==> config.mk <==
export PLATFORM = sky130hd
export DESIGN_NAME = fp_sqrt_ctrl
export DESIGN_NICKNAME = d
export VERILOG_FILES = /design/src/rtl/fp_sqrt_pkg.sv /design/src/rtl/fp_sqrt_classify.sv /design/src/rtl/fp_sqrt_ctrl.sv
export SDC_FILE = /design/constraint.sdc
export NUM_CORES = 1
export LEC_CHECK = 0
export ABC_AREA = 1
export CORE_MARGIN = 10
export CORE_UTILIZATION = 30
export CTS_BUF_LIST = sky130_fd_sc_hd__clkbuf_4 sky130_fd_sc_hd__clkbuf_8 sky130_fd_sc_hd__clkbuf_16
export CTS_CLUSTER_DIAMETER = 40
export DETAILED_ROUTE_END_ITERATION = 7
export HOLD_SLACK_MARGIN = 0.08
export PLACE_DENSITY = 0.7
export SYNTH_ARGS = -nofsm -noshare
export SYNTH_HDL_FRONTEND = slang
export SYNTH_SLANG_ARGS = --single-unit
==> constraint.sdc <==
create_clock -name clk -period 2.6 [get_ports clk]
set_input_delay 0.65 -clock clk [delete_from_list [all_inputs] [get_ports clk]]
set_output_delay 0.65 -clock clk [all_outputs]
set_load 0.05 [all_outputs]
==> src/rtl/fp_sqrt_pkg.sv <==
// Shared types and constants for the binary32 square-root front end.
package fp_sqrt_pkg;
  typedef enum logic [2:0] {IDLE, LAUNCH, SETTLE, WAIT, DONE} state_t;
  typedef enum logic [1:0] {CLS_NORMAL, CLS_ZERO, CLS_INF, CLS_NAN_INV} cls_t;

  localparam logic [31:0] QNAN   = 32'h7FC00000;
  localparam logic [31:0] PINF   = 32'h7F800000;
  localparam int          BIAS   = 127;
  localparam int          MANT_W = 24;
endpackage

==> src/rtl/fp_sqrt_classify.sv <==
// Combinational unpack: operand class, integer radicand and halved packed exponent.
module fp_sqrt_classify import fp_sqrt_pkg::*; #(
  parameter int ISQRT_W = 48,
  parameter int BIAS    = 127
) (
  input  logic [31:0]        in_float,
  output cls_t               cls,
  output logic [ISQRT_W-1:0] radicand,
  output logic [7:0]         exp_pack
);
  logic               s;
  logic [7:0]         e;
  logic [22:0]        f;
  logic [ISQRT_W-1:0] mant_x;
  logic signed [8:0]  e_unb;
  logic signed [8:0]  e_half;

  assign s = in_float[31];
  assign e = in_float[30:23];
  assign f = in_float[22:0];

  always_comb begin
    cls = CLS_NORMAL;
    if (e == 8'hFF && f != '0)  cls = CLS_NAN_INV;
    else if (s && e != 8'h00)   cls = CLS_NAN_INV;
    else if (e == 8'h00)        cls = CLS_ZERO;
    else if (e == 8'hFF)        cls = CLS_INF;
  end

  // odd unbiased exponent (E[0]==0) folds one extra factor of 2 into the radicand
  assign mant_x   = {{(ISQRT_W-MANT_W){1'b0}}, 1'b1, f};
  assign radicand = e[0] ? (mant_x << 23) : (mant_x << 24);

  // floor-halving keeps odd negative exponents consistent with the <<24 radicand
  assign e_unb    = $signed({1'b0, e}) - 9'sd127 + 9'(127 - BIAS);
  assign e_half   = e_unb >>> 1;
  assign exp_pack = 8'(e_half + 9'(BIAS));
endmodule

==> src/rtl/fp_sqrt_ctrl.sv <==
// Binary32 sqrt sequencer: resolves specials locally, launches the integer unit
// for normals and packs its 24-bit root with the halved exponent.
module fp_sqrt_ctrl import fp_sqrt_pkg::*; #(
  parameter int ISQRT_W = 48,
  parameter int BIAS    = 127
) (
  input  logic               clk,
  input  logic               rst,
  input  logic               start,
  input  logic [31:0]        in_float,
  output logic               busy,
  output logic               done,
  output logic [31:0]        out_float,
  output logic               invalid,
  output logic               isqrt_start,
  output logic [ISQRT_W-1:0] isqrt_num,
  input  logic               isqrt_ready,
  input  logic [ISQRT_W-1:0] isqrt_out
);
  state_t             state;
  cls_t               cls;
  logic [ISQRT_W-1:0] radicand;
  logic [7:0]         exp_pack;
  logic [7:0]         exp_q;
  logic               unused_root_hi;

  fp_sqrt_classify #(.ISQRT_W(ISQRT_W), .BIAS(BIAS)) u_cls (
    .in_float (in_float),
    .cls      (cls),
    .radicand (radicand),
    .exp_pack (exp_pack)
  );

  // root always lies in [2^23, 2^24): bit 23 is the implicit one
  assign unused_root_hi = ^isqrt_out[ISQRT_W-1:MANT_W-1];

  assign busy        = (state != IDLE);
  assign done        = (state == DONE);
  assign isqrt_start = (state == LAUNCH);

  always_ff @(posedge clk) begin
    if (!rst) begin
      state     <= IDLE;
      out_float <= '0;
      invalid   <= 1'b0;
      isqrt_num <= '0;
      exp_q     <= '0;
    end else begin
      case (state)
        IDLE: if (start) begin
          exp_q <= exp_pack;
          case (cls)
            CLS_NORMAL: begin
              isqrt_num <= radicand;
              state     <= LAUNCH;
            end
            CLS_ZERO: begin
              out_float <= {in_float[31], 31'b0};
              invalid   <= 1'b0;
              state     <= DONE;
            end
            CLS_INF: begin
              out_float <= PINF;
              invalid   <= 1'b0;
              state     <= DONE;
            end
            default: begin
              out_float <= QNAN;
              invalid   <= 1'b1;
              state     <= DONE;
            end
          endcase
        end
        LAUNCH: state <= SETTLE;
        // ready may still be high from the previous job here, so it is not looked at
        SETTLE: state <= WAIT;
        WAIT: if (isqrt_ready) begin
          out_float <= {1'b0, exp_q, isqrt_out[MANT_W-2:0]};
          invalid   <= 1'b0;
          state     <= DONE;
        end
        DONE:    state <= IDLE;
        default: state <= IDLE;
      endcase
    end
  end
endmodule

==> results.json, run 1 <==
{
  "setup_violations": 0,
  "grt_start_max_net_pins": 39,
  "met1_usage": 0.152,
  "synth-edff-count": 0,
  "via_count": 3778,
  "drt_iter0_markers": 171,
  "die_h_um": 129,
  "ys_warn_count": 0,
  "path_clk_slew_ns": 0.06,
  "post-route-period-util": 0.958,
  "nets": 744,
  "grt_pass1_vias": 3818,
  "worstHoldPathType": "reg -> reg",
  "rows": 39,
  "fillers": 1094,
  "netlist_area_sq_um": 3570,
  "syn-mean-instance-area_sq_um": 7.19,
  "synthTopCellsByCount": "96 x nand2_1, 69 x dfxtp_1, 67 x a21oi_1",
  "synthArstFlopShare": 0,
  "initial_core_util": 0.310,
  "core_sq_um": 11500,
  "cap_viol_max_count": 0,
  "worst_pin_slew_ns": 0.564,
  "antenna_found_initial": 0,
  "drc": 0,
  "die_w_um": 129,
  "clk_latency_ns": 0.33,
  "synthXorXnorAreaFrac": 0.00246,
  "fin_skew_ns": 0.00518,
  "busiest_layer": "met2",
  "ys_seq_area_frac": 0.387,
  "cts_max_level": 3,
  "routed_wl_mm": 12.0,
  "power_w": 0.00344,
  "path_class": "in -> reg",
  "crit_path_end_kind": "flop",
  "synth_top_family_by_area": "simple AND/OR/NAND/NOR gates",
  "synth_top_area_cell": "dfxtp_1",
  "rsz0062_at_grt": "yes",
  "ys.flop_type": "dfxtp_1",
  "cts_tree": "yes",
  "drive_gt1_frac": 0.197,
  "synthAdderAreaFrac": 0.0175,
  "area_growth_syn_to_layout_pct": 60.1,
  "avgViaCountPerCell": 4.70,
  "final_cells": 803,
  "relSlewSlack": 0.623,
  "start_kind": "primary input",
  "root_buffer": "clkbuf_16",
  "use_met2": 0.229,
  "period_needed_ns": 2.49,
  "synth.area.mux_share": 0,
  "synth_cell_type_count": 36,
  "dp_cells": 776,
  "yosys-top-cells-area": "dfxtp_1 39%, nand2_1 10%, a21oi_1 9.4%, buf_4 5.7%, nor2_1 5.7%",
  "cp_max_fo": 10,
  "grt_pass1_wl_mm": 18.7,
  "grt-ovfl-total": 0,
  "io_pins": 168,
  "p_leak_nw": 2.43,
  "synth-simple-area-share": 0.283,
  "powerDensity_nw_per_um2": 602,
  "arrival_ns": 2.70,
  "regToRegSetupSlack_ns": 0.68,
  "n_antenna_cell": 0,
  "required_ns": 2.81,
  "dr.pass1.iters": 5,
  "synth-compound-area-share": 0.172,
  "synth.most_common_cell": "nand2_1",
  "ys_ff_latch": 69,
  "peakVddDrop_uv": 238,
  "met3_usage": 0.0661,
  "post-dp-hpwl_mm": 8.57,
  "routabilityCongestion": 0.814,
  "hold_viol": 0,
  "cts_sinks": 69,
  "cts_buffers": 9,
  "netlist_instances": 496,
  "track_usage": 0.138,
  "die-area_sq_um": 16700,
  "slew_violations": 0,
  "postRouteAntennaNets": 0,
  "yosysTopAreaCellShare": 0.387,
  "numPortBuffers": 119,
  "wl_per_cell_um": 14.9,
  "ctsLongestPathBuffers": 2,
  "status": "finished, final reports clean",
  "fmax_ghz": 0.402
}
-- logic make-up after synthesis --
logic type                 count (synthesis)
and+or+nand+nor                          222
other                                      1
buffers and inverters                     89
AOI/OAI and AO/OA                        109
adders and majority gates                  5
xor gates and xnor gates                   1
DFF                                       69
-- stage by stage --
stage	TNS, ns	setup slack (ns)	hold WS [ns]	instance area (sq um)	util
after global placement	-27.73	-0.511	0.434	5070	0.441
final	0	0.110	0.456	5710	0.496
after global routing	-0.00935	-0.00935	0.481	5710	0.496
after detailed placement	-30.84	-0.579	0.452	5070	0.441
after floorplan	0	0.0631	0.496	3650	-
after CTS	0	0.00649	0.461	5630	0.489
-- repair_timing --
action | 4_1_cts | 5_1_grt
resized for setup | 28 | 19
hold buffers | 0 | 0
endpoints found under the setup margin | 59 | 57
buffers inserted | 5 | 3
cloned | 3 | 0
pin swaps | 11 | 9
-- final cells by class --
cell class	instances	area (sq um)	share of cell area
clock inverter	3	42.5	0.00745
clock buffer	13	274	0.0480
multi-input combinational	360	1890	0.330
sequential	69	1380	0.242
tap	143	179	0.0313
timing repair buffer	175	1780	0.312
inverter	40	164	0.0287
-- final timing paths --
path | startpoint | to | depth (start not counted)
max reg2reg | state[2] | out_float[29] | 9
min | isqrt_num[46] | isqrt_num[46] | 2
min reg2reg | isqrt_num[46] | isqrt_num[46] | 2
max | in_float[18] | isqrt_num[27] | 13
-- critical path, stage by stage --
cell and delay [ns]:
clkdlybuf4s50_1 0.48, nor4_4 0.19, nand4_1 0.18, nand2_1 0.11
nand3_2 0.07, inv_2 0.08, ha_4 0.15, buf_6 0.12
nand2_8 0.07, bufbuf_16 0.28, buf_4 0.14, a21oi_2 0.13
nor2_1 0.04
-- state kept, by name, indices dropped and copies added (netlist names) --
signal,flops
state,3
out_float,32
isqrt_num,25
exp_q,8
invalid,1
-- layer usage --
layer / up-vias / wire [um] / share of wire
met5: - / 0 / 0
met4: 0 / 200 / 0.017
met3: 16 / 1310 / 0.11
met2: 136 / 5490 / 0.46
met1: 1729 / 4960 / 0.41
li1: 1897 / - / -
-- placed cells by master (no fill, tap or decap), types with 4 or more instances in the layout --
cell type / instances
clkdlybuf4s50_1: 106
nand2_1: 94
dfxtp_1: 69
a21oi_1: 63
nor2_1: 51
buf_4: 45
nand3_1: 35
inv_1: 34
conb_1: 23
o21ai_0: 22
a21oi_2: 17
nand2_2: 15
clkbuf_16: 9
dlymetal6s2s_1: 9
nand4_1: 7
nor2_4: 6
buf_12: 6
inv_2: 4
-- report_power, final --
group	total [W]	switching [W]	internal [W]
sequential	0.00116	0.0000393	0.00112
clock	0.00129	0.000457	0.000830
combinational	0.000987	0.000599	0.000388
total	0.00344	0.00110	0.00234
No activity file was read; power rests on OpenSTA's default activity.
==> inputs of run 2 (changes only) <==
- CORE_UTILIZATION: 30 -> 37
- PLACE_DENSITY: 0.7 -> 0.82
==> run 2 against run 1 <==
  * Utilization rose by 10 points
  * Fmax barely moved
  * Non-clock buffer count fell by 7
  * Largest power group is now registers
  * Setup slack got worse by 0.0010 ns
  * Sequential power barely moved
  * Register-to-register slack barely moved
  * Die area fell by 16%
  * Largest cell class unchanged
  * First-iteration DRC count fell by 8.8%
  * Clock skew rose by 0.0028 ns
  * Sequential share of layout area rose by 0.54 points
  * Critical path type unchanged
  * Wire length fell by 2.4%
==> results.json, run 2 (same netlist as run 1, synthesis figures left out) <==
{
  "period_needed_ns": 2.49,
  "via_count": 3735,
  "post-route-period-util": 0.958,
  "status": "finished, final reports clean",
  "grt-ovfl-total": 0,
  "arrival_ns": 2.74,
  "peakVddDrop_uv": 358,
  "die_w_um": 118,
  "cts_buffers": 9,
  "routed_wl_mm": 11.7,
  "p_leak_nw": 2.41,
  "powerDensity_nw_per_um2": 556,
  "worstHoldPathType": "reg -> reg",
  "nets": 737,
  "setup_violations": 0,
  "largest_register": "out_float",
  "fin_skew_ns": 0.00796,
  "grt_pass1_wl_mm": 18.1,
  "cp_max_fo": 13,
  "cts_tree": "yes",
  "fmax_ghz": 0.402,
  "dp_slack_ns": -0.579,
  "rows": 35,
  "power_frac_clock": 0.309,
  "final_cell_mix": "102 x clkdlybuf4s50_1, 93 x nand2_1, 69 x dfxtp_1",
  "intPower_w": 0.00204,
  "ctsHoldBuffers": 0,
  "drive_gt1_frac": 0.205,
  "dr.pass1.iters": 4,
  "path_class": "in -> reg",
  "p_comb_frac": 0.318,
  "cts_sinks": 69,
  "switching_share": 0.342,
  "ctsLongestPathBuffers": 2,
  "grt_start_max_net_pins": 32,
  "worst_slack_ns": 0.109,
  "worst-r2r-cell-count": 9,
  "root_buffer": "clkbuf_8",
  "track_usage": 0.155,
  "wl_per_cell_um": 14.9,
  "routabilityCongestion": 0.852,
  "required_ns": 2.85,
  "post-dp-hpwl_mm": 8.41,
  "avgViaCountPerCell": 4.78,
  "path_clk_slew_ns": 0.07,
  "relSlewSlack": 0.625,
  "grt_pass1_vias": 3703,
  "cap_viol_max_count": 0,
  "final_common_cell": "clkdlybuf4s50_1",
  "fin_setup_tns_ns": 0,
  "drc": 0,
  "initial_core_util": 0.382,
  "slew_violations": 0,
  "die_h_um": 118,
  "drt_iter0_markers": 156,
  "area_growth_syn_to_layout_pct": 56.6,
  "crit_path_end_kind": "flop",
  "seq_power_share": 0.373,
  "start_kind": "primary input",
  "n_antenna_cell": 0,
  "hold_viol": 0,
  "cts_max_level": 3,
  "largest_reg_flops": 32,
  "die-area_sq_um": 14000,
  "postRouteAntennaNets": 0,
  "reg_top3": "out_float x32, isqrt_num x25, exp_q x8",
  "worst_pin_slew_ns": 0.560,
  "io_pins": 168,
  "antenna_found_initial": 0,
  "clk_latency_ns": 0.35,
  "holdPathStages": 2,
  "core_sq_um": 9330,
  "numPortBuffers": 119,
  "switchingPower_w": 0.00106
}
run 2: area by class of cell:
| type | instances | area, sq um |
|---|---|---|
| tap | 129 | 161 |
| clock inverter | 7 | 90.1 |
| clock buffer | 9 | 124 |
| inverter | 40 | 178 |
| timing repair buffer | 168 | 1730 |
| fill | 804 | 3740 |
| multi-input combinational | 360 | 1920 |
| sequential | 69 | 1380 |
run 2: per-layer routing:
metal,share of wire,GRT usage,vias to the layer above
li1,-,-,1869
met1,0.39,0.164,1695
met2,0.47,0.259,147
met3,0.12,0.0914,24
met4,0.015,0.0379,0
met5,0,0,-
run 2: path summary, 6_finish.rpt:
check	startpoint	end	slack, ns
worst min register to register	isqrt_num[46]	isqrt_num[46]	0.45
worst max-delay path	in_float[17]	out_float[28]	0.11
worst min-delay path	isqrt_num[46]	isqrt_num[46]	0.45
worst max register to register	state[2]	out_float[28]	0.68
run 2: critical path, stage by stage:
cell	delay [ns]
clkdlybuf4s50_1	0.44
nor4_2	0.26
nand4_1	0.18
nand2_1	0.13
nand3_2	0.09
inv_2	0.08
ha_4	0.15
nor2_4	0.04
nor2_4	0.15
nor2_8	0.07
buf_12	0.15
buf_12	0.14
o21ai_0	0.14
nor2_1	0.06
run 2: what timing repair did:
item                       in CTS  in global routing
setup endpoints to repair      59                 59
buffers inserted                3                  0
resized for setup              20                 48
pin swaps                       5                 17
cloned                          3                  0
run 2: power by group through the flow:
stage	Clock, W	Combinational [W]	Sequential, W
floorplan	0	0.000453	0.00132
global placement	0	0.000865	0.00118
detailed placement	0	0.000880	0.00118
CTS	0.000977	0.000961	0.00116
global route	0.00102	0.00106	0.00116
finish	0.000960	0.000988	0.00116
run 2: per-stage QoR:
stage | total power (W) | utilization | hold slack (ns) | area, sq um | std cells
floorplan | 0.00178 | - | 0.496 | 3650 | 518
global placement | 0.00204 | 0.540 | 0.431 | 5040 | 760
detailed placement | 0.00206 | 0.540 | 0.445 | 5040 | 760
CTS | 0.00309 | 0.584 | 0.459 | 5440 | 782
global route | 0.00324 | 0.599 | 0.482 | 5590 | 782
finish | 0.00311 | 0.599 | 0.455 | 5590 | 782
==> inputs of run 3 (changes only) <==
- CORE_UTILIZATION: 37 -> 45
- PLACE_DENSITY: 0.82 -> 0.93
- clock period: 2.6 -> 2.9 ns (I/O delays scaled with it)
==> run 3 against run 2 <==
  * Utilization up 9.4 points
  * Wire length down 3.0%
  * First-iteration DRC count up 82%
  * Die area down 15%
  * Clock skew up 0.0050 ns
  * Non-clock buffer count down 1
  * Critical endpoint is now out_float[13]
  * Largest cell class unchanged
  * Largest power group unchanged
==> results.json, run 3 (same netlist as run 1, synthesis figures left out) <==
{
  "fillers": 566,
  "max_stage_delay_ns": 0.49,
  "hold_viol": 0,
  "n_antenna_cell": 0,
  "worstHoldPathType": "reg -> reg",
  "relSlewSlack": 0.630,
  "die_w_um": 109,
  "slew_violations": 0,
  "grt_pass1_vias": 3651,
  "status": "finished, final reports clean",
  "final_common_cell": "clkdlybuf4s50_1",
  "worst_pin_slew_ns": 0.553,
  "largest_reg_flops": 32,
  "r2r-start": "state[2]",
  "drive_gt1_frac": 0.176,
  "cts_sinks": 69,
  "peakVddDrop_uv": 312,
  "final_cell_mix": "118 x clkdlybuf4s50_1, 95 x nand2_1, 69 x dfxtp_1",
  "use_met2": 0.311,
  "drt_iter0_markers": 284,
  "io_pins": 168,
  "period_needed_ns": 2.81,
  "fin_util": 0.693,
  "crit_family": "simple AND/OR/NAND/NOR gates",
  "crit_chain": "clkdlybuf4s50_1 -> ha_2 -> nand2_2 -> nor2_2 -> nand3_2 -> nor2_4 -> nand2_1 -> nand3_2 -> inv_1 -> ha_4 -> nor2_4 -> nor2_4 -> nor2_8 -> clkbuf_16 -> nand3_1 -> a21oi_2",
  "clk_latency_ns": 0.35,
  "core_sq_um": 7730,
  "critPathLaunch": "in_float[24]",
  "powerDensity_nw_per_um2": 517,
  "worstHoldEndpoint": "isqrt_num[46]",
  "initial_core_util": 0.462,
  "hold_start": "isqrt_num[46]",
  "nets": 737,
  "met1_usage": 0.192,
  "arrival_ns": 3.09,
  "crit_path_end_kind": "flop",
  "routed_wl_mm": 11.3,
  "root_buffer": "clkbuf_8",
  "met3_usage": 0.0909,
  "required_ns": 3.18,
  "cp_max_fo": 7,
  "antenna_found_initial": 0,
  "grt_start_max_net_pins": 46,
  "start_kind": "primary input",
  "reg_top3": "out_float x32, isqrt_num x25, exp_q x8",
  "holdPathStages": 2,
  "avgViaCountPerCell": 5.15,
  "dp_slack_ns": -0.402,
  "drc": 0,
  "via_count": 3886,
  "ctsHoldBuffers": 0,
  "busiest_layer": "met2",
  "p_leak_nw": 2.22,
  "largest_register": "out_float",
  "crit_slowest_cell": "clkdlybuf4s50_1",
  "setup_violations": 0,
  "cts_buffers": 9,
  "regToRegSetupSlack_ns": 0.93,
  "path_class": "in -> reg",
  "wl_per_cell_um": 15.0,
  "cts_tree": "yes",
  "routabilityCongestion": 0.863,
  "path_buf_inv": 3,
  "rows": 32,
  "cap_viol_max_count": 0,
  "path_clk_slew_ns": 0.08,
  "post-dp-hpwl_mm": 8.30,
  "r2r_end": "out_float[23]",
  "postRouteAntennaNets": 0,
  "cts_max_level": 3,
  "post-route-period-util": 0.967,
  "track_usage": 0.180,
  "fin_setup_tns_ns": 0,
  "grt_pass1_wl_mm": 17.3,
  "fmax_ghz": 0.356,
  "worst_slack_ns": 0.0947,
  "worst-r2r-cell-count": 8,
  "numPortBuffers": 119,
  "crit_path_frequent_cell": "nor2_4",
  "die_h_um": 109,
  "fin_skew_ns": 0.0130,
  "die-area_sq_um": 11900,
  "grt-ovfl-total": 0,
  "area_growth_syn_to_layout_pct": 50.0,
  "dr.pass1.iters": 6,
  "ctsLongestPathBuffers": 2
}
-- run 3: final cells by class --
cell class	count	area, sq um	share of cell area
inverters	40	159	0.0297
repair buffers	167	1610	0.300
flip-flops and latches	69	1380	0.258
clock inverters	7	106	0.0199
multi-input cells	361	1850	0.345
well taps	102	128	0.0238
clock buffers	9	124	0.0231
-- run 3: what timing repair did --
item,4_1_cts,5_1_grt
setup buffers,1,3
gates cloned,1,1
endpoints found under the setup margin,19,59
pin swaps,1,5
resized for setup,0,18
-- run 3: power by group --
group          total (W)  internal (W)  leakage [nW]  switching, W
Clock           0.000903      0.000499         0.116      0.000404
Sequential       0.00104       0.00100         0.562     0.0000351
Combinational   0.000826      0.000304          1.54      0.000522
-- run 3: stage by stage --
| step | instance area [sq um] | total power, W | instances | hold slack, ns |
|---|---|---|---|---|
| after floorplan | 3650 | 0.00159 | 518 | 0.496 |
| after global routing | 5350 | 0.00290 | 755 | 0.474 |
| after global placement | 4980 | 0.00181 | 733 | 0.432 |
| final | 5350 | 0.00277 | 755 | 0.455 |
| after detailed placement | 4980 | 0.00183 | 733 | 0.442 |
| after CTS | 5230 | 0.00275 | 751 | 0.458 |
-- run 3: layer usage --
layer	vias up	wire length, um
met4	0	156
met3	18	1450
met5	-	0
li1	1872	-
met2	189	5630
met1	1807	4080
-- run 3: worst max path at each step --
stage | slack [ns] | end | depth (start not counted)
3_5_place_dp | -0.40 | out_float[19] | 16
5_1_grt | -0.06 | out_float[5] | 16
3_3_place_gp | -0.31 | out_float[30] | 16
2_1_floorplan | 0.17 | out_float[15] | 15
6_report | 0.09 | out_float[13] | 16
4_1_cts | 0.02 | out_float[19] | 16
-- run 3: worst register-to-register path, cell delays in order, from the launching register on --
cell      delay [ns]
dfxtp_1         0.43
inv_2           0.08
nand3_4         0.13
clkinv_2        0.37
nor2_4          0.34
nor2_8          0.11
buf_6           0.14
o21ai_0         0.20
nor2_1          0.07
==> patch 1: new RTL, config.mk and constraints of run 1 <==
`ISQRT_W` is set to 48 in 2 places; all go to 96.
--- a/src/rtl/fp_sqrt_classify.sv
+++ b/src/rtl/fp_sqrt_classify.sv
@@ -1,5 +1,5 @@
 // Combinational unpack: operand class, integer radicand and halved packed exponent.
 module fp_sqrt_classify import fp_sqrt_pkg::*; #(
-  parameter int ISQRT_W = 48,
+  parameter int ISQRT_W = 96,
   parameter int BIAS    = 127
 ) (
--- a/src/rtl/fp_sqrt_ctrl.sv
+++ b/src/rtl/fp_sqrt_ctrl.sv
@@ -2,5 +2,5 @@
 // for normals and packs its 24-bit root with the halved exponent.
 module fp_sqrt_ctrl import fp_sqrt_pkg::*; #(
-  parameter int ISQRT_W = 48,
+  parameter int ISQRT_W = 96,
   parameter int BIAS    = 127
 ) (
Ports: changed (resized isqrt_num and isqrt_out); port bits go from 168 to 264. No check against the original RTL was run, so the function may have changed too.
==> patch 1 against run 1 <==
  * Setup slack got worse by 0.029 ns
  * Critical path depth up 4
  * Fmax down 1.2%
  * Power grew 2.6%
  * Clock power down 6%
  * Design area rose by 4.2%
  * Worst hold slack worse by 0.0087 ns
  * Sequential cell count unchanged
  * Routed wire length grew 1.8%
  * Global-route usage decreased by 1.0 points
  * Non-clock buffer count rose by 8
  * Synthesized cell count grew 9.7%
  * Via count grew 0.37%
  * Synthesized area grew 10%
==> patch 1: results (changes against run 1) <==
stage	metric	value	unit	change
worst_setup_path	Crit Reg-Reg Endpoint	out_float[30]$_SDFFE_PN0P_		
power_and_ir_drop	P_sw	0.001227	W	+12%
routing	Starting DRT DRC Count	118		-31%
power_and_ir_drop	Peak VDD IR	0.3072	mV	+29%
worst_setup_path	Critical Path Sink	out_float[9]$_SDFFE_PN0P_		
global_route	largest net degree at the start of global routing	55		+41%
worst_setup_path	delay-heaviest family, CP	simple AND/OR/NAND/NOR gates		
power_and_ir_drop	post-route total power	0.003525	W	+2.6%
placed_design	Setup WS pre-CTS	-0.6761	ns	-0.09706 ns
synth	Synth Area in Compound Gates	15.58	%	-1.6 points
worst_setup_path	r2r worst-path depth	8		-1
synth	register area share after synthesis	35.17	%	-3.6 points
power_and_ir_drop	Leak	2.588	nW	+6.4%
run_status	status	finished, final reports clean		
worst_setup_path	crit-path max FO	5		-5
worst_setup_path	CP peak stage delay	0.26	ns	-0.22 ns
layout	Nets	848		+14%
sta	clock skew	0.004502	ns	-0.0006825 ns
sta	Fin Hold WS	0.4476	ns	-0.008652 ns
synth	Post-Synth XOR/XNOR Area	0.2230	%	-0.023 points
synth	Post-synth top cells	nand2_1 (96), buf_4 (75), dfxtp_1 (69)		
layout	share of layout cells above drive strength 1	19.21	%	-0.48 points
routing	TritonRoute pass-1 iters	4		-1
worst_setup_path	Worst EP arrival	2.78	ns	+0.08 ns
worst_setup_path	Slowest cell on crit path	dlygate4sd2_1		
sta	Slew HR	62.50	%	+0.21 points
synth	Synth area leaders	dfxtp_1 (35%), buf_4 (14%), nand2_1 (9.2%), a21oi_1 (8.5%), nor2_1 (5.2%)		
global_route	antenna violations before repair	2		+2
global_route	first-pass GRT wire length	18890	microns	+0.81%
placed_design	GP Congestion	0.7599		-6.6%
sta	f_max	0.3970	GHz	-1.2%
routing	Via density	4.280		-9.0%
patch 1: cell types whose count changed after synthesis:
cell,change
buf_4,+48
patch 1: timing repair:
action,in CTS,in global routing
cloned,5,1
pin swaps,8,1
resized for setup,27,22
setup endpoints to repair,59,60
setup buffers,5,2
patch 1: cell families (layout without fill, tap and decap cells):
family | Yosys count | in the layout
flip-flops | 69 | 69
XOR/XNOR | 1 | 1
AND/OR/NAND/NOR | 222 | 222
AO/OA/AOI/OAI | 109 | 109
buffers and inverters | 137 | 236
adder cells (fa/ha/maj) | 5 | 5
other | 1 | 72
patch 1: layout make-up:
class	instances	area [sq um]
clock buffers	11	252.7
well taps	172	215.2
diodes	1	2.502
repair buffers	183	1824
clock inverters	2	35.03
inverters	40	177.7
fillers	1334	6771
multi-input cells	408	2062
flip-flops and latches	69	1381
patch 1: power groups by stage:
| stage | logic [W] | registers [W] | clock network, W |
|---|---|---|---|
| final | 0.00115 | 0.00116 | 0.00121 |
| after global routing | 0.00123 | 0.00117 | 0.00130 |
| after CTS | 0.00114 | 0.00116 | 0.00124 |
| after detailed placement | 0.00103 | 0.00118 | 0 |
| after global placement | 0.00103 | 0.00118 | 0 |
| after floorplan | 0.000659 | 0.00132 | 0 |
patch 1: layer usage:
metal	GRT usage, %	vias to the layer above	share of wire (%)
met4	2.902	2	0.64
met2	21.15	137	47
li1	-	1956	-
met1	14.22	1688	41
met3	6.609	9	11
met5	0	-	0.11
patch 1: per-stage QoR:
step,instances,cell area (sq um),TNS (ns)
after floorplan,614,4192,0
after global placement,859,5320,-34.95
after detailed placement,859,5320,-36.87
after CTS,882,5844,0
after global routing,886,5951,-0.5926
final,886,5951,0
==> patch 2: new RTL, settings of run 1 <==
Made on the original files. The 5 states of `state_t` get a one-hot encoding in 5 bits.
--- a/src/rtl/fp_sqrt_pkg.sv
+++ b/src/rtl/fp_sqrt_pkg.sv
@@ -1,5 +1,5 @@
 // Shared types and constants for the binary32 square-root front end.
 package fp_sqrt_pkg;
-  typedef enum logic [2:0] {IDLE, LAUNCH, SETTLE, WAIT, DONE} state_t;
+  typedef enum logic [4:0] {IDLE = 5'b00001, LAUNCH = 5'b00010, SETTLE = 5'b00100, WAIT = 5'b01000, DONE = 5'b10000} state_t;
   typedef enum logic [1:0] {CLS_NORMAL, CLS_ZERO, CLS_INF, CLS_NAN_INV} cls_t;
 
Behaviour: no difference found for any inputs over 10 cycles, from zero or initial values and one cycle with rst low; not proved beyond that.
==> patch 2 against run 1 <==
  * Setup slack gained 0.054 ns
  * Sequential cell count is 2 higher
  * Synthesized area about the same
  * Routed wire length down 5.5%
  * Design area rose by 1.1%
  * Sequential share of layout area up 0.44 points
  * Clock skew is 0.0012 ns higher
  * Final cell count up 3.0%
  * Global-route usage down 0.80 points
  * Non-clock buffer count up 6
  * First-iteration DRC count fell by 23%
Power is not compared: it rests on default switching activity, and its combinational part moved more than twofold at a synthesized area within 25%.
==> patch 2: results (changes against run 1) <==
stage	metric	value	unit	change
hold_path	WHS Path Cells	2		unchanged
run_status	status	finished, final reports clean		
routing	TritonRoute pass-1 iters	4		-1
synth	Synth area leaders	dfxtp_1 (40%), nand2_1 (14%), nor2_1 (6.9%), o21ai_1 (5.7%), buf_4 (5.3%)		
routing	Via density	4.609		-2.0%
global_route	All-Layer GR Usage	12.98	%	-0.80 points
routing	Starting DRT DRC Count	131		-23%
synth	register area share after synthesis	39.82	%	+1.1 points
worst_setup_path	R2R Setup Slk	0.79	ns	+0.11 ns
layout	Top Registers	out_float: 32 flops, isqrt_num: 25 flops, exp_q: 8 flops		
worst_setup_path	crit-path max FO	7		-3
layout	Post-Layout Cell Count	827		+3.0%
sta	Worst-Margin Slew	0.5767	ns	+0.01278 ns
routing	drt wl/cell	13.67	microns	-8.3%
placed_design	post-detail-place hpwl	8530	microns	-0.43%
worst_setup_path	r2r worst-path depth	7		-2
global_route	first-pass GRT wire length	18070	microns	-3.6%
global_route	largest net degree at the start of global routing	32		-18%
layout	Nets	767		+3.1%
synth	Cells after Synth	514		+3.6%
placed_design	placement-stage cell area	5134	sq um	+1.2%
sta	clock skew	0.006379	ns	+0.001195 ns
placed_design	GP Congestion	0.8781		+7.9%
layout	share of layout cells above drive strength 1	19.47	%	-0.22 points
sta	Fin Hold WS	0.4688	ns	+0.01257 ns
synth	Cell variety after synth	31		-14%
synth	Post-synth top cells	nand2_1 (131), dfxtp_1 (71), nor2_1 (66)		
==> patch 2: power groups by stage <==
stage	Combinational, W	Sequential, W	Clock, W
after CTS	0.00328	0.00152	0.00137
after global routing	0.00358	0.00156	0.00141
after detailed placement	0.00293	0.00154	0
after floorplan	0.00144	0.00220	0
after global placement	0.00287	0.00153	0
final	0.00328	0.00153	0.00133
==> patch 2: worst paths after layout <==
path | endpoint | from
min reg2reg | isqrt_num[23]$_SDFFE_PN0P_ | isqrt_num[23]$_SDFFE_PN0P_
max reg2reg | out_float[23]$_SDFFE_PN0P_ | state[0]$_SDFFE_PN1P_
max | invalid$_SDFFE_PN0P_ | in_float[22]
min | isqrt_num[23]$_SDFFE_PN0P_ | isqrt_num[23]$_SDFFE_PN0P_
==> patch 2: area by class of cell <==
type | instances | area [sq um]
Sequential cell | 71 | 1421
Multi-Input combinational cell | 373 | 1858
Clock buffer | 11 | 252.7
Tap cell | 143 | 178.9
Clock inverter | 5 | 80.08
Inverter | 42 | 167.7
Fill cell | 1110 | 5746
Antenna cell | 1 | 2.502
Timing Repair Buffer | 181 | 1809
==> patch 2: what timing repair did <==
item / 4_1_cts / 5_1_grt
gates cloned: 2 / 1
buffers inserted: 6 / 3
pin swaps: 8 / 17
endpoints found under the hold margin: 0 / 0
gates resized for setup: 22 / 47
endpoints found under the setup margin: 58 / 51
==> patch 2: cell families after synthesis <==
group | share of synthesized area [%]
xor+xnor | 0.2454
flops | 39.82
simple gates | 28.04
fa+ha+maj | 1.753
compound gates | 16.33
other cells | 0.1051
buf+inv | 13.70
==> patch 2: per-stage QoR <==
step           setup slack (ns)  setup TNS [ns]
4_1_cts                0.004840               0
5_1_grt                -0.02406        -0.02406
6_report                 0.1648               0
3_3_place_gp            -0.5100          -25.45
3_5_place_dp            -0.5899          -28.14
2_1_floorplan           0.02953               0
==> patch 2: worst max-delay path, cell delays in order <==
cell and delay, ns:
clkdlybuf4s50_1 0.44, nor3_1 0.19, nand4_1 0.16, nand2_1 0.11, nand2_2 0.05, inv_1 0.06
ha_2 0.18, inv_2 0.04, nor2_2 0.14, nor2_4 0.05, nand2_4 0.09, inv_8 0.05
buf_4 0.12, buf_4 0.13, o21ai_1 0.12, nor2_1 0.05
==> patch 2: metal layers <==
layer,up-vias,GRT usage (%),part of all wire (%)
met1,1732,13.79,40
met5,-,0,0
met3,19,5.628,10
li1,1949,-,-
met4,0,3.411,1.7
met2,112,23.12,49
